[config.mk]
export PLATFORM = sky130hd
export DESIGN_NAME = ifid_fetch_stage
export DESIGN_NICKNAME = d
export VERILOG_FILES = /design/src/rtl/ifid_fetch_stage.sv
export SDC_FILE = /design/constraint.sdc
export NUM_CORES = 1
export LEC_CHECK = 0
export CAP_MARGIN = 20
export CORE_UTILIZATION = 30
export CTS_CLUSTER_DIAMETER = 150
export CTS_CLUSTER_SIZE = 16
export DETAILED_ROUTE_END_ITERATION = 8
export PLACE_DENSITY = 0.59
export SLEW_MARGIN = 20
export SYNTH_ARGS = -nofsm -noshare
export SYNTH_HDL_FRONTEND = slang
export SYNTH_SLANG_ARGS = --single-unit
[constraint.sdc]
create_clock -name clk_i -period 4.22 [get_ports clk_i]
set_input_delay 0.844 -clock clk_i [delete_from_list [all_inputs] [get_ports clk_i]]
set_output_delay 0.844 -clock clk_i [all_outputs]
set_load 0.02 [all_outputs]
[src/rtl/ifid_fetch_stage.sv]
// Instruction fetch stage with IF/ID pipeline register and BOOT/RUN/WAIT fetch FSM.
// Optional fetch-stall performance counter is enabled by defining IFID_PERF_CNT_EN.
module ifid_fetch_stage (
    input  logic        clk_i,
    input  logic        rst_i,
    input  logic        PC_stall_i,
    input  logic        IFID_stall_i,
    input  logic        Flush_i,
    input  logic [31:0] Branch_target_i,
    output logic        Imem_req_o,
    output logic [31:0] Imem_addr_o,
    input  logic [31:0] Imem_data_i,
    input  logic        Imem_ready_i,
    output logic [31:0] IFID_instr_o,
    output logic [31:0] IFID_pc4_o,
    output logic        IFID_valid_o,
    output logic [15:0] Stall_cnt_o,
    output logic [1:0]  fsm_state_o
);

    typedef enum logic [1:0] {
        BOOT = 2'd0,
        RUN  = 2'd1,
        WAIT = 2'd2
    } state_t;

    state_t      state;
    logic [31:0] pc;
    logic [31:0] pc_plus4;
    logic [31:0] pc_next;
    logic        flush_eff;
    logic        fetch_ok;

    // A branch in ID is unresolved while IF/ID is stalled, so its flush is dropped.
    assign flush_eff = Flush_i && !IFID_stall_i;
    assign fetch_ok  = (state != BOOT) && Imem_ready_i;
    assign pc_plus4  = pc + 32'd4;

    always_comb begin
        pc_next = pc;
        if (PC_stall_i) begin
            pc_next = pc;
        end else if (flush_eff) begin
            pc_next = Branch_target_i;
        end else if (fetch_ok) begin
            pc_next = pc_plus4;
        end
    end

    always_ff @(posedge clk_i) begin
        if (rst_i) begin
            state        <= BOOT;
            Imem_req_o   <= 1'b0;
            pc           <= 32'h0000_0000;
            IFID_instr_o <= 32'h0000_0000;
            IFID_pc4_o   <= 32'h0000_0000;
            IFID_valid_o <= 1'b0;
        end else begin
            Imem_req_o <= 1'b1;
            pc         <= pc_next;
            case (state)
                BOOT: state <= RUN;
                RUN: begin
                    if (Imem_req_o && !Imem_ready_i && !PC_stall_i) begin
                        state <= WAIT;
                    end
                end
                WAIT: begin
                    if (Imem_ready_i || flush_eff) begin
                        state <= RUN;
                    end
                end
                default: state <= BOOT;
            endcase
            // Bubbles keep the previous pc4; only instr and valid are cleared.
            if (!IFID_stall_i) begin
                if (flush_eff || !fetch_ok) begin
                    IFID_instr_o <= 32'h0000_0000;
                    IFID_valid_o <= 1'b0;
                end else begin
                    IFID_instr_o <= Imem_data_i;
                    IFID_pc4_o   <= pc_plus4;
                    IFID_valid_o <= 1'b1;
                end
            end
        end
    end

    assign Imem_addr_o = pc;
    assign fsm_state_o = state;

`ifdef IFID_PERF_CNT_EN
    logic [15:0] stall_cnt;
    logic        stall_event;

    assign stall_event = (state != BOOT) && (IFID_stall_i || flush_eff || !Imem_ready_i);

    always_ff @(posedge clk_i) begin
        if (rst_i) begin
            stall_cnt <= 16'd0;
        end else if (stall_event && (stall_cnt != 16'hFFFF)) begin
            stall_cnt <= stall_cnt + 16'd1;
        end
    end

    assign Stall_cnt_o = stall_cnt;
`else
    assign Stall_cnt_o = 16'd0;
`endif

endmodule

==> Word-level counts from Yosys, hierarchy flattened <==
Cells that the tools add are included.
{ "classes": {"addsub": 1, "n_eq_ne": 4, "muxes": 8, "bitwise_logic": 3, "reduce_logical": 16} }
{ "ops": {"columns": ["cell", "count"], "rows": [
  ["two-way mux 32 bit", 3],
  ["adder 32 x 3 -> 32 bit (second input constant)", 1],
  ["one-hot mux 2 bit (3 select lines)", 1],
  ["AND reduction 2 bit", 3],
  ["logical AND 1 bit", 4],
  ["zero test 1 bit", 4],
  ["two-way mux 2 bit", 2],
  ["!= test 2 bit (second input constant)", 2],
  ["nonzero test 2 bit", 2],
  ["inverter 1 bit", 3],
  ["equality test 2 x 1 -> 1 bit (second input constant)", 1],
  ["equality test 2 bit (second input constant)", 1],
  ["zero test 2 bit", 1],
  ["logical OR 1 bit", 2],
  ["two-way mux 1 bit", 2]
]} }
{ "totals": {"register_bits": 100, "in_bits": 70} }

==> Depth between registers and ports, before layout <==
{ "logic_depth": {"word_depth": 6, "mapped_depth": 9, "ltp_nobuf": 6} }

==> Least setup slack after synthesis <==
Ideal clock, no wire load.
{ "synth_path": {"path_kind": "register to register", "start": "register pc[2] (netlist: Imem_addr_o[2])", "end": "register IFID_pc4_o[28]", "setup_ns": 0.129, "arrival_time_ns": 2.269, "required_time_ns": 4.091, "setup_slack_ns": 1.822, "path_stages_with_launch": 7, "n_path_buf": 0, "cell_sequence": "dfxtp_1 ha_1 nand3_2 or4_4 or4_4 xor2_1 a21oi_2"} }
{ "synth_between": {"elab_chain_cells": 1} }
{ "synth_lines": {"columns": ["element", "line_no", "text"], "rows": [
  ["from (decl)", "28", "logic [31:0] pc;"],
  ["from (signal assigned)", "60", "pc <= pc_next;"],
  ["adder 32 x 3 -> 32 bit", "37", "assign pc_plus4 = pc + 32'd4;"],
  ["to (signal assigned)", "82", "IFID_pc4_o <= pc_plus4;"],
  ["to (decl)", "15", "output logic [31:0] IFID_pc4_o,"]
]} }
Every way passes these cells.
A chain may end at the register's enable or synchronous reset.

==> Worst setup path in the final report <==
{ "layout_path": {"start": "input port IFID_stall_i", "end": "register pc[2] (netlist: Imem_addr_o[2])"} }
{ "layout_between": {"elab_chain_cells": 4, "elab_cells_between_ends": 5, "classes_between": "mux: 1; reduce/logical: 4"} }
{ "layout_lines": {"columns": ["element", "line_no", "text"], "rows": [
  ["from (decl)", "7", "input logic IFID_stall_i,"],
  ["zero test 1 bit *", null, null],
  ["logical AND 1 bit *", "35", "assign flush_eff = Flush_i && !IFID_stall_i;"],
  ["nonzero test 2 bit (no line)", null, null],
  ["AND reduction 2 bit (no line)", null, null]
]} }
Every way passes the cells marked *; elsewhere a longest branch is shown, timed or not.

==> reports/qor.yml <==
cts:
  post_cts_resized: 0
  cts.htree.levels: 3
  clock_latency_ns: 0.36
  cts.path.max_buffers: 2
  cts_tree: "done"
  cts_made_buffers: 9
  cts_hold_buffers: 0
  path_clk_slew_ns: 0.07
  cts_root_buf: "clkbuf_16"
  clock_sinks: 100
  cts_setup_buffers: 0
floorplan:
  die_y_um: 128.3
  start_util: 0.3114
  die_w_um: 128.3
  ios: 186
  row_count: 45
  die_area_um2: 16460
  core_um2: 15370
timing:
  worst_pin_slew_ns: 0.8254
  min_period_over_period: 0.6121
  period_minus_slack_ns: 2.583
  setup_ws_ns: 1.637
  finalMaxSlewViolations: 0
  fin_tns_setup_ns: 0
  slew_headroom: 0.4455
  rsz0062_at_grt: "no"
  setup_viol: 0
  hold_viol: 0
  fin_skew_ns: 0.008569
  fmax_ghz: 0.3872
  timing.hold.ws_ns: 0.4603
synth:
  synth_xor_area_frac: 0.04941
  ys.flop_type: "dfxtp_1"
  synth_edf_count: 0
  synth.avg_cell_area_um2: 8.181
  synth_top_family_by_area: "compound AO/OA/AOI/OAI gates"
  netlist_area_um2: 4786
  yosysTopAreaCell: "dfxtp_1"
  synth_cell_types: 62
  synth_compound_gate_area_share: 0.2356
  synth_area_leaders: "dfxtp_1 (42%), a21oi_1 (5.8%), a22oi_1 (5.6%), nor2_1 (5.6%), o21ai_0 (4.3%)"
  synth-seq-cells: 100
  muxShareOfSynthArea: 0.01359
  synth-async-reset-ratio: 0
  yosys.area_share.simple: 0.2089
  ys_seq_area_frac: 0.4183
  synth_warnings: 0
  netlist_instances: 585
  yosys.area_share.adder: 0.002614
  yosys.area.top_type_share: 0.4183
place:
  pre_cts_slack_ns: 1.280
  portBuffers: 169
  place.gp.congestion: 0.8483
  hpwl_um: 10900
  placedInstanceArea_um2: 6556
route:
  firstDrtPassIters: 5
  drcViolationCount: 0
  vias: 4755
  viasPerCell: 5.069
  routed_wl_um: 15200
  ant_nets: 0
  wl_per_cell_um: 16.21
  dr.first_iter.drc_count: 302
run_status:
  outcome: "finished, final reports clean"
flow_run:
  cap_violations: 0
worst_setup_path:
  rrSetupSlack_ns: 1.64
  worstSetupStartpointType: "input port"
  reg2reg_depth: 6
  r2r-start: "Imem_addr_o[2]"
  end_kind: "flop"
  crit_type: "input port to flop"
  crit_fanout: 17
  cp.required_ns: 4.42
  arrival_ns: 2.79
  rr_endpoint: "IFID_pc4_o[28]"
cells_and_area:
  fillers: 1522
  fin_area_um2: 6847
  nNetsFinal: 794
  fin_util: 0.4454
  drive_above_1_share: 0.06052
  insertedDiodeCount: 0
  syn_to_final_growth_pct: 43.06
global_route:
  grt_max_degree: 63
  grt_pass1_wl_um: 23390
  track_usage: 0.1823
  antenna_found_initial: 0
  first_global_vias: 4402
  overflow: 0
pwr:
  powerDensity_nw_per_um2: 316.9
  power.leakage_nw: 2.263
  max-vdd-ir-drop_uv: 211.4
hold_path:
  hp-start: "IFID_pc4_o[0]"
  min_path_type: "flop to flop"
  hold-path-endpoint: "IFID_pc4_o[0]"
  holdPathStages: 2
==> worst max-delay path by stage <==
stage / startpoint / to / slack (ns) / cells past startpoint
2_1_floorplan: Imem_addr_o[2] / IFID_pc4_o[28] / 1.82 / 6
3_3_place_gp: IFID_stall_i / Imem_addr_o[2] / 1.29 / 8
3_5_place_dp: IFID_stall_i / Imem_addr_o[2] / 1.28 / 8
4_1_cts: Imem_addr_o[2] / Imem_addr_o[30] / 1.61 / 6
5_1_grt: PC_stall_i / Imem_addr_o[31] / 1.47 / 6
6_report: IFID_stall_i / Imem_addr_o[2] / 1.64 / 8
==> kinds of logic (layout without fill, tap and decap cells) <==
group | Yosys count | in the layout
compound gates | 181 | 181
xor+xnor | 27 | 27
fa+ha+maj | 1 | 1
buf+inv | 71 | 198
flops | 100 | 100
mux | 6 | 6
other cells | 1 | 16
simple gates | 198 | 198
==> cells in the final DEF (no fill, tap or decap), types with 3 or more instances in the layout <==
| cell | netlist | final |
|---|---|---|
| buf_4 | 18 | 9 |
| nand2_1 | 41 | 41 |
| o22ai_1 | 3 | 3 |
| inv_1 | 5 | 5 |
| a31oi_1 | 7 | 7 |
| nor2_1 | 71 | 71 |
| a21oi_1 | 55 | 54 |
| and4_1 | 3 | 3 |
| mux2_2 | 3 | 3 |
| nor4_1 | 6 | 6 |
| a211oi_1 | 7 | 7 |
| nand4_1 | 8 | 8 |
| xor2_1 | 13 | 13 |
| o31ai_1 | 3 | 3 |
| clkdlybuf4s50_1 | 0 | 168 |
| clkbuf_16 | 0 | 9 |
| and3_1 | 7 | 7 |
| or3_1 | 4 | 4 |
| a22oi_1 | 36 | 36 |
| a22o_1 | 3 | 3 |
| o21ai_0 | 41 | 41 |
| dfxtp_1 | 100 | 100 |
| xnor2_1 | 14 | 14 |
| a21o_1 | 8 | 8 |
| nand3_1 | 23 | 23 |
| conb_1 | 1 | 16 |
| nor3_1 | 12 | 11 |
==> Yosys cell counts (8+ instances only) <==
cell and instances:
nand3_1 23, nand2_1 41, nor3_1 12, dfxtp_1 100
nor2_1 71, a22oi_1 36, clkbuf_1 42, a21oi_1 55
nand4_1 8, buf_4 18, xnor2_1 14, a21o_1 8
o21ai_0 41, xor2_1 13
==> layout make-up <==
class / count / area, µm² / area share
Multi-Input combinational cell: 429 / 2517 / 0.3677
Sequential cell: 100 / 2002 / 0.2924
Timing Repair Buffer: 178 / 1754 / 0.2562
Tap cell: 211 / 264.0 / 0.03856
Clock buffer: 10 / 229.0 / 0.03344
Clock inverter: 5 / 61.31 / 0.008955
Inverter: 5 / 18.77 / 0.002741
==> critical path, stage by stage <==
cell	delay (ns)
clkdlybuf4s50_1	0.63
nand2b_1	0.15
buf_4	0.23
a21o_1	0.36
buf_4	0.29
nor3_1	0.06
a21oi_1	0.14
a21oi_1	0.07
==> registers in the layout, summed over array words and instances (netlist names) <==
signal,cells
fsm_state_o,2
Imem_req_o,1
Imem_addr_o,32
IFID_instr_o,32
IFID_valid_o,1
IFID_pc4_o,32
==> through the flow <==
stage	instances	total power (W)
after floorplan	600	0.001197
after global placement	923	0.001350
after detailed placement	923	0.001353
after CTS	938	0.002192
after global routing	938	0.002259
final	938	0.002170
==> routing by layer <==
layer,GRT usage,routed length (µm)
met1,0.2421,6921
met2,0.2932,7243
met3,0.03047,729
met4,0.07474,306
met5,0,0
==> where the power goes <==
group	switching (W)	total, W	internal [W]	leakage (nW)
logic	0.000168	0.000321	0.000153	1.31
registers	0.0000358	0.00101	0.000974	0.811
clock network	0.000377	0.000838	0.000461	0.143
(Power assumes the default switching activity.)
